## config.mk

```make
export PLATFORM = sky130hd
export DESIGN_NAME = crypt_sequencer
export DESIGN_NICKNAME = d
export VERILOG_FILES = /design/src/rtl/crypt_seq_pkg.sv /design/src/rtl/seq_timer.sv /design/src/rtl/crypt_sequencer.sv
export SDC_FILE = /design/constraint.sdc
export NUM_CORES = 1
export LEC_CHECK = 0
export BUFFER_PORTS_ARGS = -buffer_cell sky130_fd_sc_hd__buf_2
export CAP_MARGIN = 20
export CORE_ASPECT_RATIO = 0.8
export CORE_MARGIN = 4
export CORE_UTILIZATION = 50
export DETAILED_ROUTE_END_ITERATION = 12
export HOLD_SLACK_MARGIN = 0.15
export PLACE_DENSITY_LB_ADDON = 0.25
export SLEW_MARGIN = 20
export SYNTH_ARGS = -nofsm -noshare
export SYNTH_HDL_FRONTEND = slang
export SYNTH_SLANG_ARGS = --single-unit
```

## constraint.sdc

```tcl
create_clock -name clk -period 4.9 [get_ports clk]
set_input_delay 0.735 -clock clk [delete_from_list [all_inputs] [get_ports clk]]
set_output_delay 0.735 -clock clk [all_outputs]
set_load 0.03 [all_outputs]
```

## src/rtl/crypt_seq_pkg.sv

```systemverilog
// rtl/crypt_seq_pkg.sv - shared state encoding and default sizes for crypt_sequencer
package crypt_seq_pkg;

    localparam int MSG_SIZE_DEF = 64;
    localparam int KEY_SIZE_DEF = 8;
    localparam int TIMEOUT_DEF  = 255;

    typedef enum logic [2:0] {
        ST_IDLE     = 3'd0,
        ST_LOAD_KEY = 3'd1,
        ST_LOAD_MSG = 3'd2,
        ST_ENCRYPT  = 3'd3,
        ST_SER_WAIT = 3'd4,
        ST_SER_RUN  = 3'd5,
        ST_DONE     = 3'd6,
        ST_ERROR    = 3'd7
    } state_e;

    // States whose dwell time is bounded by the timeout counter.
    function automatic logic is_wait_state(input state_e s);
        return (s == ST_ENCRYPT) || (s == ST_SER_WAIT) || (s == ST_SER_RUN);
    endfunction

endpackage

```

## src/rtl/seq_timer.sv

```systemverilog
// rtl/seq_timer.sv - loadable timeout down-counter with clear, enable and expired flag
module seq_timer #(
    parameter int W = 8
) (
    input  logic         clk,
    input  logic         rst_n,
    input  logic         clear_i,
    input  logic         load_i,
    input  logic [W-1:0] load_val_i,
    input  logic         en_i,
    output logic         expired_o
);

    logic [W-1:0] cnt_q, cnt_d;

    always_comb begin
        cnt_d = cnt_q;
        if (clear_i) begin
            cnt_d = '0;
        end else if (load_i) begin
            cnt_d = load_val_i;
        end else if (en_i && (cnt_q != '0)) begin
            cnt_d = cnt_q - W'(1);
        end
    end

    always_ff @(posedge clk or negedge rst_n) begin
        if (!rst_n) begin
            cnt_q <= '0;
        end else begin
            cnt_q <= cnt_d;
        end
    end

    // A count of one means the current enabled cycle is the last one allowed.
    assign expired_o = (cnt_q == W'(1));

endmodule

```

## src/rtl/crypt_sequencer.sv

```systemverilog
// rtl/crypt_sequencer.sv - steers a framed key+message bit stream and sequences encrypt/serialize
module crypt_sequencer
    import crypt_seq_pkg::*;
#(
    parameter int MSG_SIZE = MSG_SIZE_DEF,
    parameter int KEY_SIZE = KEY_SIZE_DEF,
    parameter int TIMEOUT  = TIMEOUT_DEF
) (
    input  logic       clk,
    input  logic       rst_n,
    input  logic       ena,
    input  logic       iStart,
    input  logic       iAbort,
    input  logic       iValid,
    input  logic       iSerial,
    input  logic       iEnc_done,
    input  logic       iSer_busy,
    output logic       oData,
    output logic       oKey_flag,
    output logic       oMsg_flag,
    output logic       oEnc_start,
    output logic       oSer_start,
    output logic       oBusy,
    output logic       oDone,
    output logic       oError,
    output logic [2:0] oState
);

    localparam int BW = $clog2(MSG_SIZE) + 1;
    localparam int TW = $clog2(MSG_SIZE + TIMEOUT) + 1;
    localparam logic [BW-1:0] KEY_LAST   = BW'(KEY_SIZE - 1);
    localparam logic [BW-1:0] MSG_LAST   = BW'(MSG_SIZE - 1);
    localparam logic [TW-1:0] WAIT_LIMIT = TW'(TIMEOUT);
    localparam logic [TW-1:0] RUN_LIMIT  = TW'(MSG_SIZE + TIMEOUT);

    state_e        state_q, state_d;
    logic [BW-1:0] bit_cnt_q, bit_cnt_d;
    logic          data_q, data_d;
    logic          key_flag_q, key_flag_d;
    logic          msg_flag_q, msg_flag_d;
    logic          enc_start_q, enc_start_d;
    logic          ser_start_q, ser_start_d;
    logic          busy_q, busy_d;
    logic          done_q, done_d;
    logic          error_q, error_d;

    logic          tmr_clear, tmr_load, tmr_en, tmr_expired;
    logic [TW-1:0] tmr_load_val;

    always_comb begin
        state_d     = state_q;
        bit_cnt_d   = bit_cnt_q;
        data_d      = data_q;
        key_flag_d  = 1'b0;
        msg_flag_d  = 1'b0;
        enc_start_d = 1'b0;
        ser_start_d = 1'b0;
        done_d      = 1'b0;
        error_d     = error_q;

        if (iAbort) begin
            state_d   = ST_IDLE;
            bit_cnt_d = '0;
        end else begin
            unique case (state_q)
                ST_IDLE: begin
                    if (iStart) begin
                        bit_cnt_d = '0;
                        error_d   = 1'b0;
                        state_d   = ST_LOAD_KEY;
                    end
                end
                ST_LOAD_KEY: begin
                    if (iValid) begin
                        key_flag_d = 1'b1;
                        data_d     = iSerial;
                        if (bit_cnt_q == KEY_LAST) begin
                            bit_cnt_d = '0;
                            state_d   = ST_LOAD_MSG;
                        end else begin
                            bit_cnt_d = bit_cnt_q + BW'(1);
                        end
                    end
                end
                ST_LOAD_MSG: begin
                    if (iValid) begin
                        msg_flag_d = 1'b1;
                        data_d     = iSerial;
                        if (bit_cnt_q == MSG_LAST) begin
                            bit_cnt_d   = '0;
                            enc_start_d = 1'b1;
                            state_d     = ST_ENCRYPT;
                        end else begin
                            bit_cnt_d = bit_cnt_q + BW'(1);
                        end
                    end
                end
                ST_ENCRYPT: begin
                    if (iEnc_done) begin
                        ser_start_d = 1'b1;
                        state_d     = ST_SER_WAIT;
                    end else if (tmr_expired) begin
                        state_d = ST_ERROR;
                    end
                end
                ST_SER_WAIT: begin
                    if (iSer_busy) begin
                        state_d = ST_SER_RUN;
                    end else if (tmr_expired) begin
                        state_d = ST_ERROR;
                    end
                end
                ST_SER_RUN: begin
                    if (!iSer_busy) begin
                        done_d  = 1'b1;
                        state_d = ST_DONE;
                    end else if (tmr_expired) begin
                        state_d = ST_ERROR;
                    end
                end
                ST_DONE:  state_d = ST_IDLE;
                ST_ERROR: state_d = ST_IDLE;
            endcase
            if (state_d == ST_ERROR) begin
                error_d = 1'b1;
            end
        end

        busy_d = (state_d != ST_IDLE);
    end

    // The timer is reloaded on every wait-state entry, so each phase gets its own deadline.
    always_comb begin
        tmr_en       = ena && is_wait_state(state_q);
        tmr_load     = ena && is_wait_state(state_d) && (state_d != state_q);
        tmr_clear    = ena && !is_wait_state(state_d);
        tmr_load_val = (state_d == ST_SER_RUN) ? RUN_LIMIT : WAIT_LIMIT;
    end

    seq_timer #(.W(TW)) u_timer (
        .clk        (clk),
        .rst_n      (rst_n),
        .clear_i    (tmr_clear),
        .load_i     (tmr_load),
        .load_val_i (tmr_load_val),
        .en_i       (tmr_en),
        .expired_o  (tmr_expired)
    );

    always_ff @(posedge clk or negedge rst_n) begin
        if (!rst_n) begin
            state_q     <= ST_IDLE;
            bit_cnt_q   <= '0;
            data_q      <= 1'b0;
            key_flag_q  <= 1'b0;
            msg_flag_q  <= 1'b0;
            enc_start_q <= 1'b0;
            ser_start_q <= 1'b0;
            busy_q      <= 1'b0;
            done_q      <= 1'b0;
            error_q     <= 1'b0;
        end else if (ena) begin
            state_q     <= state_d;
            bit_cnt_q   <= bit_cnt_d;
            data_q      <= data_d;
            key_flag_q  <= key_flag_d;
            msg_flag_q  <= msg_flag_d;
            enc_start_q <= enc_start_d;
            ser_start_q <= ser_start_d;
            busy_q      <= busy_d;
            done_q      <= done_d;
            error_q     <= error_d;
        end
    end

    assign oData      = data_q;
    assign oKey_flag  = key_flag_q;
    assign oMsg_flag  = msg_flag_q;
    assign oEnc_start = enc_start_q;
    assign oSer_start = ser_start_q;
    assign oBusy      = busy_q;
    assign oDone      = done_q;
    assign oError     = error_q;
    assign oState     = state_q;

endmodule

```

==> flow_summary.toml, run 1 <==
[detailed_routing]
detailedRoute.firstIterationViolations = 141
route.detailed.drc = 0
antenna_nets_post_route = 0
drt_pass1_iterations = 5
routedWlPerCell_um = 16.2
route.final.wire_length_um = 4540
dr_total_vias = 1732
via_per_inst = 6.16

[synth]
yosysUniqueCellTypes = 57
flop_and_latch_count_out_of_synthesis = 28
yosys_warnings = 0
synthArstFlopShare_pct = 100
edff_count_synth = 0
synth_net_count = 229
post_synth_inst_count = 216
mappedNetlistArea_um2 = 1940
syn_area_per_cell_um2 = 8.98
synth.yosys.seq_area_share_pct = 36.1
postSynth.topFlopCell = "dfrtp_1"

[floorplanning]
pin_count = 20
die_h_um = 63.7
placement_rows = 19
design.core.area_um2 = 3590
fp.dieArea_um2 = 4950
die_x_um = 77.6
initial_cell_density_of_the_core_pct = 54.0

[timing]
layout_worst_path_cycle_share_pct = 58.5
finClkSkew_ns = 0.00753
final.setup.tns_ns = 0
slew_headroom_pct = 57.4
timing.final.hold_violations = 0
achievable-frequency_ghz = 0.349
finalSetupViolations = 0
finalWorstPathRequiredPeriod_ns = 2.87
timing.final.max_slew_violations = 0
worst_slew_pin_slew_ns = 0.630
rsz0062_at_grt = "false"

[setup_path]
slowest_stage = "dfrtp_1"
timing.critical_path.from_type = "flip-flop"
path_type_of_the_worst_setup_path = "flip-flop to flip-flop"
crit_arrival_ns = 3.05
critical_path.n_buffers_inverters = 0
required_ns = 5.09
critical_path.endpoint_type = "flip-flop"
r2r_setup_slack_ns = 2.03
crit_family = "compound AO/OA/AOI/OAI gates"
worst_path_largest_cell_delay_ns = 0.70
timing.critical_path.cells = "nor4bb_1 > a21oi_1 > a21o_1 > a311oi_2 > a31oi_1 > o31a_1 > o211ai_1"
worstPathMaxFanout = 19

[power_and_ir_drop]
fin_total_pwr_uw = 778
combinationalPowerShare_pct = 38.1
power.switching_uw = 301
pwr_density_cell_nw_per_um2 = 366
power.sequential.fraction_pct = 38.0
power.share.switching_pct = 38.7
irDropWorstVdd_v = 0.000208
share_clk_of_total_power_pct = 23.9
p_leak_nw = 0.881
cell_internal_pwr_uw = 477

[clocking]
cts_buffers = 3
post_cts_resized = 0
cts-root-buf = "clkbuf_8"
htree_num_levels = 1
max-clock-path-buffers = 2
post_cts_hold_buffer_count = 0
insertion_delay_ns = 0.28
worst_path_clk_slew_ns = 0.10
clock_tree_from_tritoncts = "yes"
numClockSinks = 28
cts.repair_timing.setup_buffer_count = 0

[layout]
mostFrequentLayoutCells = "dfrtp_1 (28), buf_2 (19), nor2_1 (18)"
antenna_cells = 0
post_synthesis_to_final_layout_area_growth_pct = 9.74
nFillCells = 331
most_common_library_cell_in_the_layout_ignoring_fill_and_taps = "dfrtp_1"
final_core_occ_pct = 59.3
num-nets-final = 243
drive_above_1_share_pct = 15.3

[global_routing]
total_routing_resource_utilization_after_global_routing_pct = 19.6
grt_max_degree = 29
grt_antenna_before_repair = 0
wire_length_of_the_first_global_routing_pass_um = 7780
grt_pass1_vias = 1557
global_route.overflow_total = 0

[worst_hold_path]
holdCritPathClass = "input port to async pin"

[placed_design]
gpl_wtd_cong = 0.866
hpwlAfterDp_um = 3380
io_buffers = 19

[run]
timing.max_cap.violations = 0

[status]
outcome = "complete, no violations"
cell usage after synthesis, types with 3 or more instances:
library cell	number	area (um2)
a211oi_1	3	22.5
a21oi_1	14	70.1
a22oi_1	3	22.5
a31oi_1	3	18.8
and2_1	4	25.0
and3_1	6	37.5
clkbuf_1	8	30.0
dfrtp_1	28	701
ha_1	4	50.1
inv_1	14	52.6
mux2_2	4	45.0
nand2_1	12	45.0
nand3_1	4	20.0
nand4_1	6	37.5
nor2_1	18	67.6
nor3_1	5	25.0
nor3b_1	6	45.0
nor4_1	3	18.8
o211ai_1	5	37.5
o21a_1	4	30.0
o21ai_0	11	55.1
xnor2_1	5	43.8
xor2_1	5	43.8
final cells by class:
class	instances	area (um2)	share of cell area [%]
clock buffers	3	41.3	1.94
inverters	14	52.6	2.47
well taps	52	65.1	3.06
repair buffers	19	95.1	4.47
multi-input cells	164	1140	53.7
flip-flops and latches	28	701	32.9
clock inverters	1	30.0	1.41
power groups by stage:
stage | Clock [mW] | Combinational [mW] | Sequential, mW
floorplan | 0 | 0.221 | 0.304
global placement | 0 | 0.293 | 0.298
detailed placement | 0 | 0.292 | 0.300
CTS | 0.191 | 0.293 | 0.295
global route | 0.199 | 0.327 | 0.303
finish | 0.186 | 0.297 | 0.296
per-layer routing:
metal	wire length, um	track usage [%]	vias to the layer above	part of all wire [%]
li1	-	-	835	-
met1	2320	31.4	809	51
met2	1790	26.3	80	39
met3	395	5.13	8	8.7
met4	31	3.33	0	0.68
met5	0	0	-	0
final timing paths:
path | from | to | depth (start not counted)
setup reg to reg | oState[1] | u_timer.cnt_q[7] | 7
setup / recovery | oState[1] | u_timer.cnt_q[7] | 7
min in group clk | oDone | oDone | 1
hold reg to reg | oDone | oDone | 1
hold / removal | rst_n | oMsg_flag | 1
max in group asynchronous | rst_n | oState[2] | 1
metrics by stage:
step	cell area, um2	hold WS (ns)	std cells	setup WS (ns)
after floorplan	1940	0.439	216	2.34
after global placement	2060	0.483	277	2.01
after detailed placement	2060	0.499	277	2.05
after CTS	2130	0.482	281	2.10
after global routing	2130	0.517	281	1.80
final	2130	0.447	281	2.03
kinds of logic after synthesis:
| family | share of synthesized area (%) |
|---|---|
| flops | 36.1 |
| buf+inv | 4.90 |
| mux | 2.84 |
| simple gates | 25.4 |
| xor+xnor | 4.52 |
| compound gates | 23.6 |
| fa+ha+maj | 2.58 |
state kept, by name, indices dropped and copies added, names as in the netlist:
signal         cells
u_timer.cnt_q     10
oBusy              1
oKey_flag          1
oState             3
oSer_start         1
oDone              1
bit_cnt_q          7
oEnc_start         1
oData              1
oMsg_flag          1
oError             1
Note: power is estimated with default switching activity, not from simulation.
==> run 2, diff against run 1 <==
==> constraint.sdc (replaced) <==
create_clock -name clk -period 2.55 [get_ports clk]
set_input_delay 0.3825 -clock clk [delete_from_list [all_inputs] [get_ports clk]]
set_output_delay 0.3825 -clock clk [all_outputs]
set_load 0.03 [all_outputs]
==> run 2 against run 1 <==
  * Maximum frequency rose by 14%
  * Via count rose by 2.5%
  * Largest cell class unchanged
  * Final area rose by 10%
==> flow_summary.toml, run 2 (synthesized netlist as in run 1, its figures left out) <==
[timing]
achievable-frequency_ghz = 0.399
timing.final.hold_violations = 0
finalSetupViolations = 0
worst_slew_pin_slew_ns = 0.629
worst_hold_slack_ns = 0.329
setup_ws_ns = 0.0420
layout_worst_path_cycle_share_pct = 98.4
slew_headroom_pct = 58.1
finClkSkew_ns = 0.00643
timing.final.max_slew_violations = 0
finalWorstPathRequiredPeriod_ns = 2.51
rsz0062_at_grt = "true"

[setup_path]
required_ns = 2.71
timing.critical_path.cells = "ha_2 > nor4bb_2 > buf_4 > a31o_4 > a32o_1 > a311oi_4 > buf_4 > a22oi_1 > o21ai_0 > o211ai_1"
timing.critical_path.from_type = "flip-flop"
most_common_cell_on_crit_path = "buf_4"
critical_path.n_buffers_inverters = 2
crit_family = "compound AO/OA/AOI/OAI gates"
worst_path_largest_cell_delay_ns = 0.42
slowest_stage = "dfrtp_1"
path_type_of_the_worst_setup_path = "flip-flop to flip-flop"
crit_arrival_ns = 2.66
critical_path.endpoint_type = "flip-flop"
worstPathMaxFanout = 4

[power_and_ir_drop]
share_clk_of_total_power_pct = 21.8
power.switching_uw = 607
pwr_density_cell_nw_per_um2 = 696
power.sequential.fraction_pct = 33.5
irDropWorstVdd_v = 0.000377
power.share.switching_pct = 37.3
p_leak_nw = 0.994
combinationalPowerShare_pct = 44.6
cell_internal_pwr_mw = 1.02

[clocking]
max-clock-path-buffers = 2
numClockSinks = 28
htree_num_levels = 1
insertion_delay_ns = 0.28
cts-root-buf = "clkbuf_8"
cts_buffers = 3
worst_path_clk_slew_ns = 0.10
clock_tree_from_tritoncts = "yes"

[global_routing]
grt_antenna_before_repair = 0
total_routing_resource_utilization_after_global_routing_pct = 19.7
grt_max_degree = 29
grt_pass1_vias = 1631
wire_length_of_the_first_global_routing_pass_um = 7980
global_route.overflow_total = 0

[placed_design]
gpl_wtd_cong = 0.882
dp_slack_ns = 0.00529
hpwlAfterDp_um = 3550
post_detailed_placement_cell_area_um2 = 2180
io_buffers = 19

[layout]
nFillCells = 303
registers.top_by_ff_count = "u_timer.cnt_q"
post_synthesis_to_final_layout_area_growth_pct = 20.7
mostFrequentLayoutCells = "dfrtp_1 (26), buf_4 (21), buf_2 (19)"
largest_register_ffs = 10
most_common_library_cell_in_the_layout_ignoring_fill_and_taps = "dfrtp_1"
design_area_um2 = 2340
drive_above_1_share_pct = 27.1
num-nets-final = 265
antenna_cells = 0

[detailed_routing]
detailedRoute.firstIterationViolations = 201
drt_pass1_iterations = 4
route.final.wire_length_um = 4730
routedWlPerCell_um = 15.6
dr_total_vias = 1776
via_per_inst = 5.86
route.detailed.drc = 0
antenna_nets_post_route = 0

[floorplanning]
die_h_um = 63.7
placement_rows = 19
initial_cell_density_of_the_core_pct = 54.0
pin_count = 20
fp.dieArea_um2 = 4950
die_x_um = 77.6
design.core.area_um2 = 3590

[status]
outcome = "complete, no violations"

[worst_hold_path]
holdCritPathClass = "input port to flip-flop"

[run]
timing.max_cap.violations = 0
==> run 2: cell types whose count changed in the layout (fill, tap and decap cells not counted), moves of 2 or more <==
| cell | delta |
|---|---|
| nor4bb_1 | -2 |
| buf_4 | +21 |
| nor4bb_2 | +2 |
| and2_1 | -2 |
| dfrtp_2 | +2 |
| dfrtp_1 | -2 |
==> run 2: final timing paths <==
kind,from,to,depth (start not counted),slack (ns)
max,bit_cnt_q[1],u_timer.cnt_q[6],10,0.04
min,iSerial,oData,2,0.33
max reg2reg,bit_cnt_q[1],u_timer.cnt_q[6],10,0.04
min reg2reg,oDone,oDone,1,0.51
max in group asynchronous,rst_n,u_timer.cnt_q[4],2,1.46
min in group asynchronous,rst_n,bit_cnt_q[0],2,0.65
==> run 2: metal layers <==
layer,vias to the layer above,wire length [um],global-route usage (%)
met5,-,0,0
met4,0,18,3.11
met3,4,471,5.56
met2,78,1800,25.5
met1,818,2450,32.1
li1,876,-,-
==> run 2: what timing repair did <==
action                                  4_1_cts  5_1_grt
pin swaps                                     1        5
setup buffers                                 0        5
endpoints found under the setup margin        1       10
hold endpoints to repair                     28        0
cloned                                        0        0
gates resized for setup                       0       11
hold buffers                                  1        0
==> run 2: worst register-to-register path, stage by stage (launching register included) <==
cell and delay, ns:
dfrtp_1 0.42, ha_2 0.20, nor4bb_2 0.17, buf_4 0.15, a31o_4 0.23, a32o_1 0.27
a311oi_4 0.39, buf_4 0.19, a22oi_1 0.06, o21ai_0 0.19, o211ai_1 0.12
==> run 2: layout make-up <==
type	count	area, um2	area share [%]
inverters	14	52.6	2.24
flip-flops and latches	28	703	30.0
clock buffers	3	41.3	1.76
well taps	52	65.1	2.78
clock inverters	1	30.0	1.28
repair buffers	41	263	11.2
multi-input cells	164	1190	50.7
==> run 2: per-stage QoR <==
step / utilization, % / TNS, ns / instances / power [mW]
after floorplan: - / 0 / 216 / 1.01
after global placement: 60.7 / 0 / 293 / 1.21
after detailed placement: 60.7 / 0 / 293 / 1.20
after CTS: 62.9 / 0 / 298 / 1.57
after global routing: 65.2 / -0.119 / 303 / 1.73
final: 65.2 / 0 / 303 / 1.63
==> run 2: power groups by stage <==
stage	Combinational (mW)	Sequential (mW)	Clock (mW)
2_1_floorplan	0.424	0.585	0
3_3_place_gp	0.652	0.554	0
3_5_place_dp	0.649	0.555	0
4_1_cts	0.653	0.547	0.365
5_1_grt	0.795	0.554	0.381
6_report	0.727	0.546	0.356
==> run 3, diff against run 2 <==
--- a/config.mk
+++ b/config.mk
@@ -10,10 +10,12 @@
 export CORE_ASPECT_RATIO = 0.8
 export CORE_MARGIN = 4
 export CORE_UTILIZATION = 50
+export CTS_CLUSTER_SIZE = 28
 export DETAILED_ROUTE_END_ITERATION = 12
 export HOLD_SLACK_MARGIN = 0.15
 export PLACE_DENSITY_LB_ADDON = 0.25
-export SLEW_MARGIN = 20
+export SLEW_MARGIN = 30
 export SYNTH_ARGS = -nofsm -noshare
 export SYNTH_HDL_FRONTEND = slang
+export SYNTH_HIERARCHICAL = 1
 export SYNTH_SLANG_ARGS = --single-unit
==> run 3 against run 2 <==
  * The run now ends with negative setup slack left
  * Largest cell class unchanged
  * Critical endpoint is now u_timer/cnt_q[7]
  * Synthesized area fell by 1.9%
  * Power decreased by 44%
  * Hold slack barely moved
  * Final cell count grew 6.9%
  * Flip-flop and latch count unchanged
  * Utilization rose by 5.1 points
  * Sequential power shrank 15%
  * Largest power group is now sequential cells
  * Sequential share of layout area is 1.9 points lower
  * Via count is 8.1% higher
==> flow_summary.toml, run 3 <==
[timing]
layout_worst_path_cycle_share_pct = 111
timing.final.hold_violations = 0
rsz0062_at_grt = "true"
timing.final.max_slew_violations = 0
slew_headroom_pct = 56.0
achievable-frequency_ghz = 0.354
finalSetupViolations = 10
finalWorstPathRequiredPeriod_ns = 2.83
finClkSkew_ns = 0.00321
worst_hold_slack_ns = 0.329
worst_slew_pin_slew_ns = 0.659
setup_ws_ns = -0.276

[setup_path]
slowest_stage = "dfrtp_1"
critical_path.endpoint_type = "flip-flop"
timing.critical_path.cells = "nor4_4 > nand2_2 > nor4b_4 > nand2b_4 > a32oi_2 > o211ai_1 > o21ai_2 > buf_4 > buf_4 > or2_2 > nand2_2 > o31ai_1 > a32o_1"
r2r-end = "u_timer/cnt_q[7]"
timing.critical_path.from_type = "flip-flop"
required_ns = 2.72
worstPathMaxFanout = 4
r2r_setup_slack_ns = -0.28
crit_arrival_ns = 3.00
path_type_of_the_worst_setup_path = "flip-flop to flip-flop"
reg2regPathDepth = 13
worst_path_largest_cell_delay_ns = 0.42
r2r-start = "u_timer/cnt_q[6]"

[layout]
multi_input_area_um2 = 1190
nFillCells = 272
drive_above_1_share_pct = 33.0
final-instance-count-excl-fill = 324
largest_register_ffs = 10
registers.top_by_ff_count = "u_timer/cnt_q"
post_synthesis_to_final_layout_area_growth_pct = 31.1
antenna_cells = 0
num-nets-final = 295
final_core_occ_pct = 70.4
sequential_cell_area_um2 = 701
mostFrequentLayoutCells = "buf_4 (42), dfrtp_1 (28), nand2_1 (25)"
most_common_library_cell_in_the_layout_ignoring_fill_and_taps = "buf_4"

[global_routing]
global_route.overflow_total = 0
total_routing_resource_utilization_after_global_routing_pct = 20.7
grt_antenna_before_repair = 0
wire_length_of_the_first_global_routing_pass_um = 8360
grt_pass1_vias = 1802
grt_max_degree = 29

[placed_design]
dp_slack_ns = -0.212
gpl_wtd_cong = 0.907
place_inst = 313
hpwlAfterDp_um = 3560
io_buffers = 19

[power_and_ir_drop]
cell_internal_pwr_uw = 661
irDropWorstVdd_v = 0.000324
power.switching_uw = 254
pwr_density_cell_nw_per_um2 = 367
share_clk_of_total_power_pct = 30.8
combinationalPowerShare_pct = 18.5
power.sequential.fraction_pct = 50.8
power.share.switching_pct = 27.8
p_leak_nw = 1.11
fin_total_pwr_uw = 915

[synth]
synth.yosys.seq_area_share_pct = 36.8
edff_count_synth = 0
synth.most_common_cell = "dfrtp_1"
synth_top_cells_by_area = "dfrtp_1 (37%), o21ai_0 (6.3%), nand2_1 (5.3%)"
post_synth_inst_count = 220
yosys_warnings = 6
flop_and_latch_count_out_of_synthesis = 28
yosys-top-cells-count = "dfrtp_1 (28), nand2_1 (27), o21ai_0 (24), inv_1 (16)"
synthArstFlopShare_pct = 100
synth.largest_area_cell = "dfrtp_1"
mappedNetlistArea_um2 = 1900
syn_area_per_cell_um2 = 8.64
yosysUniqueCellTypes = 64
synth_largest_type_area_fraction_pct = 36.8
postSynth.topFlopCell = "dfrtp_1"

[run]
timing.max_cap.violations = 0

[clocking]
cts-root-buf = "clkbuf_8"
cts_buffers = 3
clock_tree_from_tritoncts = "yes"
worst_path_clk_slew_ns = 0.10
insertion_delay_ns = 0.28
max-clock-path-buffers = 2
htree_num_levels = 1
numClockSinks = 28

[status]
failed_checks = "negative setup slack"
outcome = "finished, violations left"

[floorplanning]
placement_rows = 19
design.core.area_um2 = 3540
die_x_um = 77.0
pin_count = 20
die_h_um = 63.2
initial_cell_density_of_the_core_pct = 53.7
fp.dieArea_um2 = 4860

[detailed_routing]
routedWlPerCell_um = 15.4
drt_pass1_iterations = 4
dr_total_vias = 1920
route.final.wire_length_um = 5000
route.detailed.drc = 0
detailedRoute.firstIterationViolations = 164
antenna_nets_post_route = 0
via_per_inst = 5.93

[worst_hold_path]
hold_path_startpoint = "iSerial"
holdPathStages = 2
whs_endpoint = "oData"
holdCritPathClass = "input port to flip-flop"
## run 3: changes by cell type in the layout (fill, tap and decap cells not counted), sizes merged, moves of 6 or more
cell / previous run / this run
o21ai: 11 / 27
buf: 40 / 62
nand2: 13 / 27
a21oi: 14 / 8
nor2: 18 / 8
conb: 0 / 7
## run 3: layout make-up
cell class | instances | area share [%]
clock buffer | 4 | 2.21
timing repair buffer | 63 | 17.3
inverter | 16 | 2.41
tap | 42 | 2.11
multi-input combinational | 171 | 47.8
sequential | 28 | 28.1
## run 3: metal layers
| layer | global-route usage [%] | up-vias | part of all wire, % |
|---|---|---|---|
| met5 | 0 | - | 0 |
| met4 | 5.20 | 0 | 1.6 |
| met3 | 3.85 | 10 | 6.7 |
| met2 | 30.8 | 76 | 43 |
| met1 | 30.7 | 898 | 48 |
| li1 | - | 936 | - |
## run 3: critical path, delay by kind of cell, from the launching register on
kind,cells,cell delay (ns)
AO/OA/AOI/OAI,5,0.70
buffers and inverters,2,0.26
flip-flops,1,0.42
AND/OR/NAND/NOR,6,1.35
## run 3: how the worst max path moves through the flow
stage                          start               end  depth (start not counted)
floorplan           u_timer/cnt_q[6]  u_timer/cnt_q[5]                         13
global placement    u_timer/cnt_q[6]  u_timer/cnt_q[9]                         12
detailed placement  u_timer/cnt_q[6]  u_timer/cnt_q[8]                         12
CTS                 u_timer/cnt_q[6]  u_timer/cnt_q[3]                         11
global route        u_timer/cnt_q[6]  u_timer/cnt_q[9]                         12
finish              u_timer/cnt_q[6]  u_timer/cnt_q[7]                         13
## run 3: what timing repair did
| item | in CTS | in global routing |
|---|---|---|
| setup buffers | 4 | 2 |
| gates resized for setup | 6 | 8 |
| endpoints found under the setup margin | 10 | 10 |
| pin swaps | 7 | 1 |
| hold buffers | 1 | 0 |
| endpoints found under the hold margin | 28 | 0 |
## run 3: cell families (layout without fill, tap and decap cells)
logic type | Yosys count | count (layout) | synth area share, %
and+or+nand+nor | 82 | 82 | 25.2
other | 2 | 7 | 0.395
DFF | 28 | 28 | 36.8
adders and majority gates | 3 | 3 | 1.97
buffers and inverters | 26 | 83 | 6.18
AOI/OAI and AO/OA | 75 | 75 | 27.4
xor gates and xnor gates | 3 | 3 | 1.38
muxes | 1 | 1 | 0.592
## run 3: power by group through the flow
stage | clock network (mW) | registers [mW] | logic (mW)
2_1_floorplan | 0 | 0.497 | 0.0676
3_3_place_gp | 0 | 0.474 | 0.153
3_5_place_dp | 0 | 0.474 | 0.155
4_1_cts | 0.285 | 0.465 | 0.162
5_1_grt | 0.307 | 0.468 | 0.186
6_report | 0.281 | 0.465 | 0.169
## run 3: metrics by stage
step	instance area, um2	setup TNS, ns
6_report	2490	-2.42
5_1_grt	2490	-3.77
4_1_cts	2430	-1.43
3_5_place_dp	2310	-1.80
3_3_place_gp	2310	-1.20
2_1_floorplan	1950	-1.93
